## src/rtl/store_coalescer.sv

```systemverilog
// Write-combining stage between the store buffer and the D$ store port.
// Optional FILL idle timeout is compiled in with `define STORE_COALESCER_TIMEOUT_EN.
module store_coalescer #(
   parameter int unsigned PLEN       = 56,
   parameter int unsigned XLEN       = 64,
   parameter int unsigned LINE_WORDS = 2,
   parameter int unsigned TIMEOUT    = 16
) (
   input  logic              clk_i,
   input  logic              rst_i,
   input  logic              in_req_i,
   output logic              in_gnt_o,
   input  logic [PLEN-1:0]   in_addr_i,
   input  logic [XLEN-1:0]   in_data_i,
   input  logic [XLEN/8-1:0] in_be_i,
   input  logic              drain_i,
   input  logic [11:0]       page_offset_i,
   output logic              page_offset_matches_o,
   output logic              empty_o,
   output logic              out_req_o,
   input  logic              out_gnt_i,
   output logic [PLEN-1:0]   out_addr_o,
   output logic [XLEN-1:0]   out_data_o,
   output logic [XLEN/8-1:0] out_be_o
);

   localparam int unsigned NB   = XLEN / 8;
   localparam int unsigned OFS  = $clog2(NB);
   localparam int unsigned WIDX = $clog2(LINE_WORDS);
   localparam int unsigned TAGW = PLEN - OFS - WIDX;

   typedef enum logic [1:0] {StIdle, StFill, StDrain} state_e;

   state_e                            state_q, state_d;
   logic [TAGW-1:0]                   tag_q, tag_d;
   logic [LINE_WORDS-1:0][XLEN-1:0]   data_q, data_d;
   logic [LINE_WORDS-1:0][NB-1:0]     mask_q, mask_d;

   logic [TAGW-1:0]                   in_tag;
   logic [WIDX-1:0]                   in_widx;
   logic                              tag_hit;
   logic [LINE_WORDS-1:0][XLEN-1:0]   data_merge;
   logic [LINE_WORDS-1:0][NB-1:0]     mask_merge;
   logic [WIDX-1:0]                   drain_idx;
   logic                              any_dirty;
   logic                              rest_dirty;
   logic                              timeout_hit;
   logic                              unused_bits;

   assign in_tag      = in_addr_i[PLEN-1:OFS+WIDX];
   assign in_widx     = in_addr_i[OFS+WIDX-1:OFS];
   assign tag_hit     = (in_tag == tag_q);
   assign unused_bits = ^{page_offset_i[2:0], in_addr_i[OFS-1:0]};

   // Entry contents with the incoming store folded in; newer bytes win.
   always_comb begin
      data_merge = data_q;
      mask_merge = mask_q;
      for (int w = 0; w < LINE_WORDS; w++) begin
         if (WIDX'(w) == in_widx) begin
            mask_merge[w] = mask_q[w] | in_be_i;
            for (int b = 0; b < NB; b++) begin
               if (in_be_i[b]) begin
                  data_merge[w][8*b +: 8] = in_data_i[8*b +: 8];
               end
            end
         end
      end
   end

   // Lowest dirty word is the next one to drain; clean words cost nothing.
   always_comb begin
      drain_idx  = '0;
      any_dirty  = 1'b0;
      rest_dirty = 1'b0;
      for (int w = LINE_WORDS - 1; w >= 0; w--) begin
         if (|mask_q[w]) begin
            drain_idx = WIDX'(w);
            any_dirty = 1'b1;
         end
      end
      for (int w = 0; w < LINE_WORDS; w++) begin
         if ((|mask_q[w]) && (WIDX'(w) != drain_idx)) begin
            rest_dirty = 1'b1;
         end
      end
   end

`ifdef STORE_COALESCER_TIMEOUT_EN
   localparam int unsigned CNTW = $clog2(TIMEOUT);

   logic [CNTW-1:0] idle_cnt_q, idle_cnt_d;

   // Fires in the cycle whose increment brings the count to TIMEOUT-1.
   assign timeout_hit = (idle_cnt_q >= CNTW'(TIMEOUT - 2));

   always_comb begin
      idle_cnt_d = idle_cnt_q;
      if ((state_q != StFill) || in_gnt_o) begin
         idle_cnt_d = '0;
      end else if (idle_cnt_q != CNTW'(TIMEOUT - 1)) begin
         idle_cnt_d = idle_cnt_q + 1'b1;
      end
   end

   always_ff @(posedge clk_i or posedge rst_i) begin
      if (rst_i) begin
         idle_cnt_q <= '0;
      end else begin
         idle_cnt_q <= idle_cnt_d;
      end
   end
`else
   // TIMEOUT >= 2, so this is a constant 0 with no counter behind it.
   assign timeout_hit = (TIMEOUT == 0);
`endif

   always_comb begin
      state_d  = state_q;
      tag_d    = tag_q;
      data_d   = data_q;
      mask_d   = mask_q;
      in_gnt_o = 1'b0;
      unique case (state_q)
         StIdle: begin
            in_gnt_o = in_req_i & ~drain_i;
            if (in_gnt_o) begin
               tag_d   = in_tag;
               data_d  = data_merge;
               mask_d  = mask_merge;
               state_d = StFill;
            end
         end
         StFill: begin
            if (drain_i) begin
               state_d = StDrain;
            end else if (in_req_i && !tag_hit) begin
               state_d = StDrain;
            end else if (in_req_i) begin
               in_gnt_o = 1'b1;
               data_d   = data_merge;
               mask_d   = mask_merge;
               if (&mask_merge) begin
                  state_d = StDrain;
               end
            end else if (timeout_hit) begin
               state_d = StDrain;
            end
         end
         StDrain: begin
            if (!any_dirty) begin
               state_d = StIdle;
            end else if (out_gnt_i) begin
               mask_d[drain_idx] = '0;
               if (!rest_dirty) begin
                  state_d = StIdle;
               end
            end
         end
         default: state_d = StIdle;
      endcase
   end

   always_ff @(posedge clk_i or posedge rst_i) begin
      if (rst_i) begin
         state_q <= StIdle;
         tag_q   <= '0;
         data_q  <= '0;
         mask_q  <= '0;
      end else begin
         state_q <= state_d;
         tag_q   <= tag_d;
         data_q  <= data_d;
         mask_q  <= mask_d;
      end
   end

   always_comb begin
      logic [PLEN-1:0] waddr;
      waddr                 = '0;
      page_offset_matches_o = 1'b0;
      for (int w = 0; w < LINE_WORDS; w++) begin
         waddr = {tag_q, WIDX'(w), {OFS{1'b0}}};
         if ((|mask_q[w]) && (waddr[11:3] == page_offset_i[11:3])) begin
            page_offset_matches_o = 1'b1;
         end
      end
   end

   assign empty_o    = (state_q == StIdle);
   assign out_req_o  = (state_q == StDrain) && any_dirty;
   assign out_addr_o = out_req_o ? {tag_q, drain_idx, {OFS{1'b0}}} : '0;
   assign out_data_o = out_req_o ? data_q[drain_idx] : '0;
   assign out_be_o   = out_req_o ? mask_q[drain_idx] : '0;

endmodule

```

## config.mk

```make
export PLATFORM = sky130hd
export DESIGN_NAME = store_coalescer
export DESIGN_NICKNAME = d
export VERILOG_FILES = /design/src/rtl/store_coalescer.sv
export SDC_FILE = /design/constraint.sdc
export NUM_CORES = 1
export LEC_CHECK = 0
export ABC_CLOCK_PERIOD_IN_PS = 7580
export CORE_MARGIN = 2
export CORE_UTILIZATION = 49
export DETAILED_ROUTE_END_ITERATION = 10
export HOLD_SLACK_MARGIN = 0.05
export MAX_ROUTING_LAYER = met4
export PLACE_DENSITY = 0.83
export SYNTH_ARGS = -nofsm -noshare
export SYNTH_HDL_FRONTEND = slang
export SYNTH_SLANG_ARGS = --single-unit
```

## constraint.sdc

```tcl
create_clock -name clk_i -period 7.58 [get_ports clk_i]
set_input_delay 0.758 -clock clk_i [delete_from_list [all_inputs] [get_ports clk_i]]
set_output_delay 0.758 -clock clk_i [all_outputs]
set_load 0.01 [all_outputs]
```

==> impl_metrics.json, run 1 <==
{
  "hold_path.class": "reg -> reg",
  "grt_first_pass_wirelength_mm": 47.4,
  "ios": 277,
  "final_cell_mix": "267 x clkdlybuf4s50_1, 198 x dfrtp_1, 134 x nand2_1, 128 x a32o_1, 116 x and2_1",
  "start_util": 0.502,
  "p_leak_nw": 5.33,
  "fmax_ghz": 0.193,
  "fillers": 1591,
  "htreeDepth": 4,
  "power_density_mw_per_mm2": 374,
  "synth_cell_types": 39,
  "cts_buffer_depth": 2,
  "crit_path_start_kind": "register",
  "cp.arrival_ns": 4.43,
  "numCtsBuffers": 17,
  "relSlewSlack": 0.357,
  "row_count": 52,
  "p_total_mw": 5.08,
  "fin_crit_ns": 5.19,
  "syn_area_mm2": 0.0102,
  "met1_usage": 0.348,
  "final_area_mm2": 0.0136,
  "grt.overflow.total": 0,
  "path_max_fanout": 54,
  "ys_top_cells_by_area": "dfrtp_1 49%, a32o_1 13%, and2_1 7.2%",
  "gp_congestion": 0.843,
  "grt_max_degree": 126,
  "multi_input_area_mm2": 0.00496,
  "nets": 1341,
  "track_usage": 0.279,
  "drc": 0,
  "detail_route.iter0.violations": 733,
  "critical_path_class": "reg -> out",
  "setup_violations": 0,
  "hold_violations": 0,
  "status": "complete, no violations",
  "yosysSeqAreaShare": 0.486,
  "syn_area_per_cell_um2": 10.5,
  "die_h_um": 148,
  "antenna_found_initial": 0,
  "yosys.area.top_type_share": 0.486,
  "endpoint_kind": "primary output",
  "worst_pin_slew_ns": 0.964,
  "yosys.area.top_type": "dfrtp_1",
  "register_area_mm2": 0.00495,
  "grt.met3_usage": 0.0666,
  "required_ns": 6.82,
  "final_common_cell": "clkdlybuf4s50_1",
  "cts_resized": 0,
  "routed_via_density": 6.05,
  "antenna_cells": 0,
  "fin_worst_skew_ns": 0.0133,
  "finalWirelength_mm": 30.1,
  "cts.hold.buffers_added": 0,
  "insertion_delay_ns": 0.45,
  "grt_pass1_vias": 9067,
  "drive_gt1_frac": 0.0918,
  "wire_per_inst_um": 20.3,
  "synth-seq-cells": 198,
  "vias": 8948,
  "rsz0062_at_grt": "no",
  "clock-sinks": 198,
  "dr.pass1.iters": 5,
  "die_width_um": 148,
  "fin_crit_sh": 0.684,
  "area_growth_pct": 33.4,
  "dieArea_mm2": 0.0220,
  "maxCapViolations": 0,
  "tns_ns": 0,
  "hpwl_mm": 19.9,
  "cts_tree": "built",
  "place_area_mm2": 0.0130,
  "slew_violations": 0,
  "post_cts_buffers": 0,
  "grt.busiest_layer": "met2",
  "place_ws_ns": 2.87,
  "fin_ws_ns": 2.39,
  "core_mm2": 0.0203,
  "clk_pin_slew_ns": 0.08,
  "numPortBuffers": 267,
  "ant_nets": 0,
  "grt_use_met2": 0.453,
  "root_buffer": "clkbuf_16",
  "syn-instance-count": 969,
  "max-vdd-ir-drop_uv": 218,
  "yosysWarnings": 0
}
-- state kept, by name, summed over array words and instances (netlist names) --
name,flops
mask_q,16
data_q,128
tag_q,52
state_q,2
-- through the flow --
step                      utilization  hold WS [ns]  std cells
after floorplan                     -         0.493        971
after global placement          0.641         0.502       1447
after detailed placement        0.641         0.510       1447
after CTS                       0.670         0.525       1479
after global routing            0.670         0.533       1479
final                           0.670         0.522       1479
-- cells by family (layout without fill, tap and decap cells) --
group | count (synthesis) | after routing | synth area share
buf+inv | 73 | 311 | 0.0317
simple gates | 344 | 344 | 0.181
mux | 52 | 52 | 0.0575
flops | 198 | 198 | 0.486
other cells | 1 | 3 | 0.000368
xor+xnor | 61 | 61 | 0.0524
compound gates | 239 | 239 | 0.190
fa+ha+maj | 1 | 1 | 0.000982
-- worst max-delay path, cell delays in order, from the launching register on --
cell             delay (ns)
dfrtp_1                0.43
or4_1                  0.63
nor2_1                 0.71
a21o_2                 0.77
inv_2                  0.53
and2_1                 0.32
clkdlybuf4s50_1        0.52
-- final cells by class --
cell class,count,share of cell area
sequential,198,0.364
clock buffer,18,0.0316
inverter,3,0.00138
multi-input combinational,700,0.365
timing repair buffer,276,0.201
clock inverter,14,0.0118
tap,270,0.0248
-- synthesized netlist by cell type --
cell type,instances
nor4_1,15
mux2_2,52
inv_1,2
o21ai_0,9
a21oi_1,72
nor3_2,1
o2111ai_1,1
buf_4,5
xnor2_1,1
a21o_1,1
and2_1,117
nand3_4,8
o211a_1,1
buf_1,6
xor2_1,60
nor3_1,1
a22o_1,16
o21a_1,2
or4_1,4
a31o_2,1
nor2_1,17
nand2_1,134
nor4_2,1
a211oi_1,1
clkbuf_1,40
a21boi_0,1
dfrtp_1,198
conb_1,1
nor2b_1,9
nand4_1,11
buf_2,18
a32o_1,128
a22oi_1,4
inv_2,1
buf_6,1
o21ai_1,1
nand3_1,26
a211o_1,1
maj3_1,1
-- where the power goes --
| part | internal, mW | switching [mW] | total [mW] | leakage, nW |
|---|---|---|---|---|
| clock | 0.470 | 0.450 | 0.921 | 0.280 |
| combinational | 1.16 | 1.04 | 2.19 | 2.61 |
| sequential | 1.59 | 0.382 | 1.97 | 2.44 |
| total | 3.21 | 1.87 | 5.08 | 5.33 |
-- final timing paths --
| path | endpoint | start | slack (ns) | cells past startpoint |
|---|---|---|---|---|
| worst max-delay path | out_addr_o[14] | mask_q[5] | 2.39 | 6 |
| min in group asynchronous | data_q[121] | rst_i | 0.82 | 2 |
| max in group asynchronous | tag_q[45] | rst_i | 5.14 | 3 |
| worst max register to register | mask_q[15] | mask_q[5] | 3.60 | 7 |
| worst min register to register | data_q[77] | data_q[77] | 0.52 | 1 |
| worst min-delay path | data_q[77] | data_q[77] | 0.52 | 1 |
-- layer usage --
metal	vias up	share of wire
met3	50	0.083
met2	414	0.49
met5	-	0
li1	4002	-
met1	4482	0.40
met4	0	0.023
Note: power is estimated with default switching activity, not from simulation.
==> run 2, diff against run 1 <==
ABC_CLOCK_PERIOD_IN_PS = 4600   (was 7580)
CORE_UTILIZATION = 44   (was 49)
PLACE_DENSITY = 0.79   (was 0.83)
clock period = 4.6 ns   (was 7.58 ns; I/O delays follow)
==> impl_metrics.json, run 2 (same netlist as run 1, synthesis figures left out) <==
{
  "detail_route.iter0.violations": 758,
  "power_density_mw_per_mm2": 613,
  "drive_gt1_frac": 0.0964,
  "place_ws_ns": 0.827,
  "clock-sinks": 198,
  "cts_tree": "built",
  "crit_chain": "or4_1 > o21ai_4 > buf_4 > nand2_1 > a21oi_1 > clkdlybuf4s50_1",
  "root_buffer": "clkbuf_16",
  "die_h_um": 156,
  "grt_max_degree": 199,
  "fmax_ghz": 0.249,
  "grt_first_pass_wirelength_mm": 47.9,
  "maxCapViolations": 0,
  "largest_reg_flops": 128,
  "dr.pass1.iters": 6,
  "dieArea_mm2": 0.0244,
  "wire_per_inst_um": 20.3,
  "drc": 0,
  "fin_worst_skew_ns": 0.0147,
  "required_ns": 4.14,
  "largestRegisters": "data_q (128), tag_q (52), mask_q (16)",
  "setup_violations": 0,
  "ios": 277,
  "rr_worst_depth": 8,
  "routed_via_density": 5.87,
  "tns_ns": 0,
  "track_usage": 0.258,
  "post_cts_buffers": 0,
  "fin_crit_ns": 4.02,
  "hpwl_mm": 20.5,
  "max-vdd-ir-drop_uv": 329,
  "cts.hold.buffers_added": 0,
  "critical_path_class": "reg -> out",
  "start_util": 0.449,
  "finalWirelength_mm": 30.4,
  "vias": 8813,
  "die_width_um": 156,
  "final_cell_mix": "267 x clkdlybuf4s50_1, 198 x dfrtp_1, 134 x nand2_1, 128 x a32o_1, 116 x and2_1",
  "register_area_mm2": 0.00495,
  "regMostFlops": "data_q",
  "crit_path_start_kind": "register",
  "slew_violations": 0,
  "row_count": 55,
  "whs_path_depth": 1,
  "p_total_mw": 8.40,
  "cp_slowest_cell": "o21ai_4",
  "cts_resized": 0,
  "rsz0062_at_grt": "no",
  "ant_nets": 0,
  "cp.arrival_ns": 3.56,
  "numPortBuffers": 267,
  "insertion_delay_ns": 0.45,
  "final_common_cell": "clkdlybuf4s50_1",
  "fin_ws_ns": 0.580,
  "core_mm2": 0.0227,
  "clk_pin_slew_ns": 0.08,
  "area_growth_pct": 34.4,
  "cpPeakStageDelay_ns": 0.75,
  "antenna_found_initial": 1,
  "grt_pass1_vias": 8930,
  "cts_buffer_depth": 2,
  "path_max_fanout": 29,
  "endpoint_kind": "primary output",
  "worst_pin_slew_ns": 1.09,
  "multi_input_area_mm2": 0.00496,
  "numCtsBuffers": 17,
  "htreeDepth": 4,
  "fillers": 1872,
  "p_leak_nw": 5.37,
  "fin_crit_sh": 0.874,
  "hold_violations": 0,
  "status": "complete, no violations",
  "hold_path.class": "reg -> reg",
  "relSlewSlack": 0.271,
  "nets": 1346,
  "gp_congestion": 0.869,
  "grt.overflow.total": 0
}
-- run 2: cell types whose count changed in the layout (fill, tap and decap cells not counted), moves of 2 or more --
| cell | change |
|---|---|
| buf_12 | +3 |
| buf_4 | +2 |
| clkinv_4 | -2 |
| diode_2 | +2 |
| inv_12 | +2 |
-- run 2: critical path, delay by kind of cell (launching register included) --
| kind | cells | cell delay [ns] |
|---|---|---|
| buffers and inverters | 2 | 1.01 |
| AOI/OAI and AO/OA | 2 | 0.97 |
| and+or+nand+nor | 2 | 0.69 |
| DFF | 1 | 0.43 |
-- run 2: area by class of cell --
| type | instances | share of cell area |
|---|---|---|
| Multi-Input combinational cell | 700 | 0.362 |
| Sequential cell | 198 | 0.362 |
| Timing Repair Buffer | 281 | 0.205 |
| Clock buffer | 17 | 0.0310 |
| Tap cell | 285 | 0.0260 |
| Clock inverter | 15 | 0.0124 |
| Inverter | 3 | 0.00110 |
| Antenna cell | 2 | 0.000365 |
-- run 2: per-stage QoR --
stage | cell area (um2) | utilization | instances | hold WS, ns
global placement | 13100 | 0.577 | 1467 | 0.501
finish | 13700 | 0.603 | 1501 | 0.524
floorplan | 10200 | - | 971 | 0.493
detailed placement | 13100 | 0.577 | 1467 | 0.510
CTS | 13700 | 0.603 | 1499 | 0.527
global route | 13700 | 0.603 | 1500 | 0.535
-- run 2: worst paths after layout --
check / start / end / slack (ns)
max: mask_q[12] / out_data_o[15] / 0.58
min: data_q[47] / data_q[47] / 0.52
max reg2reg: tag_q[0] / mask_q[11] / 1.52
min reg2reg: data_q[47] / data_q[47] / 0.52
max in group asynchronous: rst_i / data_q[116] / 3.11
min in group asynchronous: rst_i / tag_q[15] / 0.68
-- run 2: report_power, final --
group          internal (mW)  switching, mW
sequential              2.62          0.630
combinational           1.93           1.72
clock                  0.739          0.768
total                   5.29           3.12
-- run 2: metal layers --
| layer | GRT usage | up-vias | wire [um] | share of wire |
|---|---|---|---|---|
| li1 | - | 4034 | - | - |
| met1 | 0.323 | 4321 | 12200 | 0.40 |
| met2 | 0.408 | 417 | 14800 | 0.49 |
| met3 | 0.0708 | 41 | 2760 | 0.091 |
| met4 | 0.0821 | 0 | 692 | 0.023 |
| met5 | - | - | 0 | 0 |
==> run 3, diff against run 2 <==
CORE_UTILIZATION = 45   (was 44)
CTS_BUF_LIST = sky130_fd_sc_hd__clkbuf_4   (was not set)
PLACE_DENSITY = 0.8   (was 0.79)
==> impl_metrics.json, run 3 (same netlist as run 1, synthesis figures left out) <==
{
  "fin_crit_ns": 4.27,
  "crit_path_start_kind": "register",
  "maxCapViolations": 0,
  "clock-sinks": 198,
  "p_int_mw": 4.82,
  "max-vdd-ir-drop_uv": 288,
  "cts_buffer_depth": 2,
  "rrSetupSlack_ns": 1.42,
  "htreeDepth": 4,
  "start_util": 0.454,
  "post_cts_buffers": 0,
  "power_density_mw_per_mm2": 587,
  "numCtsBuffers": 17,
  "drc": 0,
  "status": "complete, no violations",
  "grt.overflow.total": 0,
  "wire_per_inst_um": 20.0,
  "final_cell_mix": "267 x clkdlybuf4s50_1, 198 x dfrtp_1, 134 x nand2_1, 128 x a32o_1, 116 x and2_1",
  "drive_gt1_frac": 0.0964,
  "fin_cells": 1501,
  "critical_path_class": "reg -> out",
  "rr_endpoint": "mask_q[14]",
  "cp.arrival_ns": 3.81,
  "core_mm2": 0.0224,
  "place_ws_ns": 0.950,
  "cts_tree": "built",
  "nets": 1346,
  "rsz0062_at_grt": "no",
  "dr.pass1.iters": 5,
  "place_area_mm2": 0.0131,
  "fillers": 1895,
  "cp_slowest_cell": "or4_1",
  "die_width_um": 154,
  "hpwl_mm": 20.4,
  "combinationalPowerShare": 0.464,
  "die_h_um": 154,
  "grt_pass1_vias": 8973,
  "finalWirelength_mm": 30.0,
  "clockPowerShare": 0.127,
  "fin_worst_skew_ns": 0.0467,
  "fmax_ghz": 0.234,
  "largestRegisters": "data_q (128), tag_q (52), mask_q (16)",
  "cts.hold.buffers_added": 0,
  "tns_ns": 0,
  "cts_resized": 0,
  "worst_pin_slew_ns": 0.929,
  "antenna_found_initial": 2,
  "vias": 8842,
  "path_max_fanout": 54,
  "relSlewSlack": 0.379,
  "clk_pin_slew_ns": 0.22,
  "grt_first_pass_wirelength_mm": 47.5,
  "setup_violations": 0,
  "track_usage": 0.256,
  "row_count": 55,
  "root_buffer": "clkbuf_4",
  "endpoint_kind": "primary output",
  "final_area_mm2": 0.0134,
  "numPortBuffers": 267,
  "hold_ws_ns": 0.238,
  "dp_cells": 1467,
  "crit_chain": "or4_1 > nor2_1 > a21o_2 > inv_2 > and2_1 > clkdlybuf4s50_1",
  "grt_max_degree": 147,
  "r2r_start": "mask_q[12]",
  "slew_violations": 0,
  "hold_violations": 0,
  "p_seq_frac": 0.410,
  "required_ns": 4.14,
  "area_growth_pct": 31.8,
  "fin_crit_sh": 0.928,
  "cpPeakStageDelay_ns": 0.60,
  "rr_worst_depth": 7,
  "switchingPower_mw": 3.06,
  "ant_nets": 0,
  "regMostFlops": "data_q",
  "p_leak_nw": 5.26,
  "gp_congestion": 0.868,
  "final_common_cell": "clkdlybuf4s50_1",
  "fin_ws_ns": 0.333,
  "ios": 277,
  "insertion_delay_ns": 0.62,
  "hold_path.class": "in -> async",
  "largest_reg_flops": 128,
  "routed_via_density": 5.89,
  "switching_share": 0.388,
  "dieArea_mm2": 0.0239,
  "detail_route.iter0.violations": 782
}
run 3: cell types whose count changed in the layout (fill, tap and decap cells not counted):
cell        previous run  this run
clkinv_4               0         1
clkinvlp_4             4         1
inv_12                 2         3
inv_8                  5         6
buf_12                 3         4
buf_4                 11        10
clkbuf_16             17         0
clkbuf_4               0        17
run 3: per-layer routing:
metal | up-vias | routed length (um) | GRT usage
met2 | 415 | 14600 | 0.418
met3 | 35 | 2710 | 0.0717
met1 | 4375 | 12200 | 0.317
met5 | - | 0 | -
li1 | 4017 | - | -
met4 | 0 | 565 | 0.0666
run 3: area by class of cell:
class / instances / area, um2 / area share
clock inverters: 15 / 184 / 0.0137
clock buffers: 17 / 128 / 0.00950
diodes: 2 / 5.00 / 0.000373
multi-input cells: 700 / 4960 / 0.369
repair buffers: 281 / 2830 / 0.211
flip-flops and latches: 198 / 4950 / 0.369
inverters: 3 / 15.0 / 0.00112
well taps: 285 / 357 / 0.0266
run 3: critical path: cells and delay by family, from the launching register on:
kind                   cells  cell delay (ns)
and+or+nand+nor            3             1.28
buffers and inverters      2             0.91
AOI/OAI and AO/OA          1             0.49
DFF                        1             0.47
run 3: power by group through the flow:
| stage | Clock (mW) | Sequential [mW] | Combinational (mW) |
|---|---|---|---|
| 2_1_floorplan | 0 | 3.09 | 2.23 |
| 4_1_cts | 1.02 | 3.21 | 3.69 |
| 6_report | 0.998 | 3.23 | 3.66 |
| 5_1_grt | 1.08 | 3.34 | 3.97 |
| 3_5_place_dp | 0 | 3.26 | 3.67 |
| 3_3_place_gp | 0 | 3.20 | 3.61 |
run 3: worst max-delay path by stage:
stage	from	end	slack [ns]	depth (start not counted)
after floorplan	rst_i	data_q[0]	1.58	1
after global placement	in_addr_i[4]	mask_q[12]	0.99	9
after detailed placement	in_addr_i[4]	data_q[64]	0.95	9
after CTS	mask_q[12]	out_addr_o[16]	0.27	6
after global routing	mask_q[12]	out_addr_o[26]	0.14	6
final	mask_q[12]	out_addr_o[48]	0.33	6
run 3: through the flow:
| step | utilization | total power, mW |
|---|---|---|
| floorplan | - | 5.31 |
| global placement | 0.585 | 6.81 |
| detailed placement | 0.585 | 6.93 |
| CTS | 0.598 | 7.92 |
| global route | 0.599 | 8.39 |
| finish | 0.599 | 7.89 |
